**src/rtl/regram_fifo.sv**
```systemverilog
// regram_fifo: synchronous valid/ready FIFO built on a register array.
// The array has one write port and a combinational read port. This module
// controls the array: it owns the pointers, full/empty tracking, flush and
// occupancy.
//
// Optional feature: define REGRAM_FIFO_BYPASS_EN to enable fall-through.
// With fall-through, an entry offered while the FIFO is empty is presented
// on the output in the same cycle. If the consumer takes it in that cycle,
// the entry is never stored.
module regram_fifo #(
  parameter int DATA_WIDTH = 32,
  parameter int DATA_DEPTH = 8
) (
  input  logic                          clk,
  input  logic                          rst_n,
  input  logic                          flush_i,
  input  logic                          inport_valid_i,
  output logic                          inport_ready_o,
  input  logic [DATA_WIDTH-1:0]         inport_data_i,
  output logic                          outport_valid_o,
  input  logic                          outport_ready_i,
  output logic [DATA_WIDTH-1:0]         outport_data_o,
  output logic [$clog2(DATA_DEPTH):0]   count_o
);

  // Index width, plus one extra wrap bit in each pointer.
  localparam int AW = $clog2(DATA_DEPTH);
  localparam int PW = AW + 1;

  logic [PW-1:0]         wptr_q, wptr_d;
  logic [PW-1:0]         rptr_q, rptr_d;
  logic [DATA_WIDTH-1:0] mem_q [DATA_DEPTH];

  logic [AW-1:0]         widx;
  logic [AW-1:0]         ridx;
  logic                  empty;
  logic                  full;
  logic                  push;
  logic                  pop;
  logic                  bypass;
  logic                  wr_en;

  assign widx  = wptr_q[AW-1:0];
  assign ridx  = rptr_q[AW-1:0];
  assign empty = (wptr_q == rptr_q);
  assign full  = (widx == ridx) && (wptr_q[AW] != rptr_q[AW]);

`ifdef REGRAM_FIFO_BYPASS_EN
  // Fall-through applies only when nothing is queued ahead of the new entry.
  assign bypass = empty & inport_valid_i;
`else
  assign bypass = 1'b0;
`endif

  // Ready depends only on state, so there is no combinational ready path.
  assign inport_ready_o  = !full;
  assign outport_valid_o = !empty | bypass;
  assign outport_data_o  = bypass ? inport_data_i : mem_q[ridx];
  assign count_o         = wptr_q - rptr_q;

  assign push = inport_valid_i & inport_ready_o;
  assign pop  = outport_valid_o & outport_ready_i;

  // Next-pointer and write-enable logic. Flush wins over push and pop.
  // A bypassed entry that is consumed in the same cycle leaves no trace.
  always_comb begin
    wptr_d = wptr_q;
    rptr_d = rptr_q;
    wr_en  = 1'b0;
    if (flush_i) begin
      wptr_d = '0;
      rptr_d = '0;
    end else if (bypass && pop) begin
      wptr_d = wptr_q;
      rptr_d = rptr_q;
    end else begin
      if (push) begin
        wr_en  = 1'b1;
        wptr_d = wptr_q + PW'(1);
      end
      if (pop) begin
        rptr_d = rptr_q + PW'(1);
      end
    end
  end

  // Pointer registers, cleared asynchronously by reset.
  always_ff @(posedge clk or negedge rst_n) begin
    if (!rst_n) begin
      wptr_q <= '0;
      rptr_q <= '0;
    end else begin
      wptr_q <= wptr_d;
      rptr_q <= rptr_d;
    end
  end

  // Storage array. Contents are deliberately not reset.
  always_ff @(posedge clk) begin
    if (wr_en) begin
      mem_q[widx] <= inport_data_i;
    end
  end

endmodule

```
**config.mk**
```make
export PLATFORM = sky130hd
export DESIGN_NAME = regram_fifo
export DESIGN_NICKNAME = d
export VERILOG_FILES = /design/src/rtl/regram_fifo.sv
export SDC_FILE = /design/constraint.sdc
export NUM_CORES = 1
export LEC_CHECK = 0
export CORE_AREA = 5 5 217 177
export DETAILED_ROUTE_END_ITERATION = 10
export DIE_AREA = 0 0 222 182
export GPL_TIMING_DRIVEN = 0
export SYNTH_ARGS = -nofsm -noshare
export SYNTH_HDL_FRONTEND = slang
export SYNTH_SLANG_ARGS = --single-unit
```
**constraint.sdc**
```tcl
create_clock -name clk -period 13 [get_ports clk]
set_input_delay 1.95 -clock clk [delete_from_list [all_inputs] [get_ports clk]]
set_output_delay 1.95 -clock clk [all_outputs]
set_load 0.02 [all_outputs]
```
Yosys cells after proc, flatten, opt, wreduce, memory -nomap -nowiden --
Memories as Yosys holds them, arrays and structs flattened. Index checks and enable logic that the tools add are counted.
Word-level totals: logic and storage cells 24, flip-flop bits (word level) 8, memories 1, memory bits (writable) 256, output and inout port bits 38
Cells by class: $add $sub $neg 3, bitwise logic cells 2, reductions and logical operators 5, eq/ne operators 3, multiplexer cells 8
Memory list:
- mem_q | depth 8, bits a word 32, read ports 1, clocked after Yosys merged registers in 0, write ports 1, RTL line 32 | logic [DATA_WIDTH-1:0] mem_q [DATA_DEPTH];
Operators by type and width (count):
- 4-bit two-way mux | 4
- 4-bit by 1-bit adder with 4-bit output, second input constant | 2
- 4-bit equality test | 1
- 1-bit two-way mux | 4
- 2-bit nonzero test | 2
- 4-bit subtractor | 1
- 3-bit equality test | 1
- 1-bit AND | 2
- 1-bit zero test | 2
- 1-bit logical AND | 1
- 1-bit != test | 1

Longest topological paths before layout --
depth after elaboration 8, gate-level depth with buffers 8

Worst setup path before layout --
Ideal clock, no wire load.
path kind input -> register, start point input flush_i, end point memory mem_q[0][0] (enable), arrival time 5.771 ns, required time 12.487 ns, stages on the path 3, path slack 6.716 ns, setup time 0.513 ns, cells stage by stage dlygate4sd1_1 -> nor2_1 -> nor4b_1
Between the ends: longest elaborated chain between the ends 3
Ends and longest elaborated chain:
- start, declared | RTL line 16 | input logic flush_i,
- 1-bit two-way mux | RTL line 70 | if (flush_i) begin
- 1-bit two-way mux | RTL line 100 | if (wr_en) begin
- 1-bit two-way mux (not written as such) | RTL line 101 | mem_q[widx] <= inport_data_i;
- end, declared | RTL line 32
No other way between the ends.

Final worst setup path --
start point register rptr_q[2], end point output count_o[3]
Between the ends: longest elaborated chain between the ends 1
Ends and longest elaborated chain:
- start, declared | RTL line 31 | logic [PW-1:0] rptr_q, rptr_d;
- start signal, assigned | RTL line 94 | rptr_q <= rptr_d;
- 4-bit subtractor | RTL line 59 | assign count_o = wptr_q - rptr_q;
- end, declared | RTL line 23 | output logic [$clog2(DATA_DEPTH):0] count_o
No other way between the ends.

==> flow_summary_export.csv <==
group,metric,value,unit
status,status,"complete, no violations",
worst_setup_path,startpoint_type,"register",
routing,num_vias,5064,
yosys,synth_top_area_share,75.07,%
worst_setup_path,path_max_fanout,10,
pwr,finalPower,1.957,mW
yosys,syn_avg_cell_area,20.24,µm²
global_route,grt_use_total,10.99,%
die,io_pins,75,
global_route,antenna_found_initial,3,
die,fp.dieH,182,µm
die,start_util,28.24,%
timing,min_period_over_period,41.63,%
timing,tightest_slew,966.6,ps
yosys,syn_inst,506,
clock_tree,root_buffer,"clkbuf_16",
clock_tree,h-tree-depth,1,
placed_design,globalplace.congestion,0.7288,
clock_tree,clock_latency,520,ps
global_route,use_met2,18.52,%
yosys,netlist_area,10240,µm²
final_layout,final_core_utilization,35.00,%
timing,min_period,5412,ps
die,die_w,222,µm
worst_setup_path,critical_path_class,"register to output pin",
worst_setup_path,required,11050,ps
global_route,grt_max_degree,16,
global_route,grt.met1_usage,14.77,%
clock_tree,cts.sinks,264,
routing,ant_nets,0,
routing,wl,22.40,mm
routing,firstDrtPassIters,4,
yosys,ys_seq_area_share,77.03,%
final_layout,n_fill_cell,3445,
pwr,powerDensity,154.2,nW/µm²
clock_tree,path_clk_slew,60,ps
timing,rsz0062_at_grt,"false",
timing,fin_worst_skew,10.75,ps
pwr,vdd_ir_drop_max,0.00007880,V
pwr,p_leak,4.138,nW
clock_tree,postCtsSetupRepairBufs,0,
routing,via_per_inst,4.419,
final_layout,synthToLayoutAreaGrowth,23.94,%
final_layout,fin_nets,689,
clock_tree,numCtsBuffers,25,
routing,drt-initial-drc-count,368,
global_route,grt_pass1_vias,5362,
final_layout,drive_gt1_share,23.67,%
routing,drt-wirelength-per-cell,19.54,µm
timing,whs,627.1,ps
global_route,grt_overflow,0,
clock_tree,cts_tree,"built",
timing,setup-violations-final,0,
global_route,grt.busiest_layer,"met2",
clock_tree,clock_path_buffers,3,
placed_design,io_buffer_count,74,
timing,slew_viol_final,0,
clock_tree,hold_buffers,0,
clock_tree,cts_resized,0,
placed_design,place_hpwl,15.60,mm
yosys,synth.distinct_cells,30,
timing,timing.slew.headroom,35.21,%
yosys,ys_seq_elements,264,
yosys,syn-num-nets,549,
timing,finalSetupTns,0,ps
final_layout,regArea,7888,µm²
worst_hold_path,hp-class,"register to register",
worst_setup_path,worstPathArrival,3460,ps
run,cap_viol_max_count,0,
timing,hold_viol_final,0,
routing,drc,0,
global_route,grt_pass1_wl,33.80,mm
final_layout,diodes,0,
die,die_area,40400,µm²
yosys,synth_area_leaders,"edfxtp_1, mux4_2, nand2_1",
global_route,globalRouteMet3Util,2.877,%
die,row_count,63,
worst_setup_path,critPathCaptureType,"output pin",
yosys,synth_top_area_cell,"edfxtp_1",
final_layout,multi_input_area,2238,µm²
yosys,yosysWarnings,0,
die,core_area,36260,µm²
timing,fmax,0.1848,GHz
worst max-delay path: stages (launching register included):
cell,delay [ps]
dfrtp_1,320
clkbuf_1,380
clkinv_1,400
clkbuf_1,410
ha_1,450
a21oi_1,180
xnor2_1,150
clkdlybuf4s50_1,640
cells in the final DEF (no fill, tap or decap), types with 5 or more instances in the layout:
cell type	synthesis	final
edfxtp_1	256	256
nor2_1	8	8
clkdlybuf4s50_1	0	74
mux4_2	64	64
clkbuf_1	4	8
xnor2_1	7	7
buf_1	6	6
clkbuf_16	0	25
dfrtp_1	8	8
clkinv_1	1	5
nand2_1	100	100
buf_2	6	6
buf_4	0	30
inv_1	7	7
ha_1	5	5
buf_6	5	14
cell type report:
| class | instances | area share, % |
|---|---|---|
| plain buffers | 22 | 1.045 |
| inverters | 8 | 0.2366 |
| well taps | 487 | 4.801 |
| clock inverters | 11 | 0.6704 |
| repair buffers | 113 | 8.410 |
| clock buffers | 29 | 5.048 |
| multi-input cells | 212 | 17.64 |
| flip-flops and latches | 264 | 62.15 |
where the power goes:
group / total, mW / internal, mW / leakage (nW) / switching [mW]
clock: 0.666 / 0.371 / 0.359 / 0.295
combinational: 0.337 / 0.169 / 1.36 / 0.168
sequential: 0.953 / 0.947 / 2.42 / 0.00641
total: 1.96 / 1.49 / 4.14 / 0.469
metrics by stage:
step                worst slack, ps  cell area (µm²)  std cells
floorplan                      6716            10240        506
global placement               2528            11590       1067
detailed placement             8088            11970       1106
CTS                            7528            12690       1146
global route                   7422            12690       1146
finish                         7588            12690       1146
logic make-up after synthesis:
kind of cell | Yosys count | synth area share (%)
flops | 264 | 77.03
compound gates | 9 | 0.6232
buf+inv | 30 | 1.588
simple gates | 122 | 4.851
fa+ha+maj | 6 | 0.8065
mux | 65 | 14.17
xor+xnor | 10 | 0.9287
Yosys cell counts:
cell / instances
dlygate4sd1_1: 1
nand3_1: 2
clkinv_1: 1
inv_1: 7
nand4_1: 2
buf_1: 6
nand2_1: 100
buf_2: 6
ha_1: 5
edfxtp_1: 256
o211ai_1: 2
xor2_1: 2
nand2b_1: 1
xnor2_2: 1
mux4_2: 64
o21ai_0: 1
nor2_1: 8
nor4b_1: 3
fa_1: 1
xnor2_1: 7
nor3_1: 1
and3_1: 1
dfrtp_1: 8
a21o_1: 1
nor4_1: 4
o21ai_4: 1
buf_6: 5
mux2i_1: 1
clkbuf_1: 4
a21oi_1: 4
per-layer routing:
metal	wire length [µm]	share of wire, %
met1	9920	44
met2	11090	50
met3	1075	4.8
met4	269	1.2
met5	39	0.17
flip-flops by register name, summed over array words and instances (netlist names):
signal and flops:
rptr_q 4, mem_q 256, wptr_q 4
final timing paths:
path | depth (start not counted) | slack, ps | end | startpoint
min in group asynchronous | 1 | 1740 | rptr_q[1] | rst_n
worst max-delay path | 7 | 7590 | count_o[3] | rptr_q[2]
max in group asynchronous | 1 | 10960 | wptr_q[3] | rst_n
worst min register to register | 2 | 630 | wptr_q[3] | wptr_q[3]
worst min-delay path | 2 | 630 | wptr_q[3] | wptr_q[3]
worst max register to register | 10 | 8860 | mem_q[4][4] | rptr_q[2]
Power figures use the tool's default switching activity.
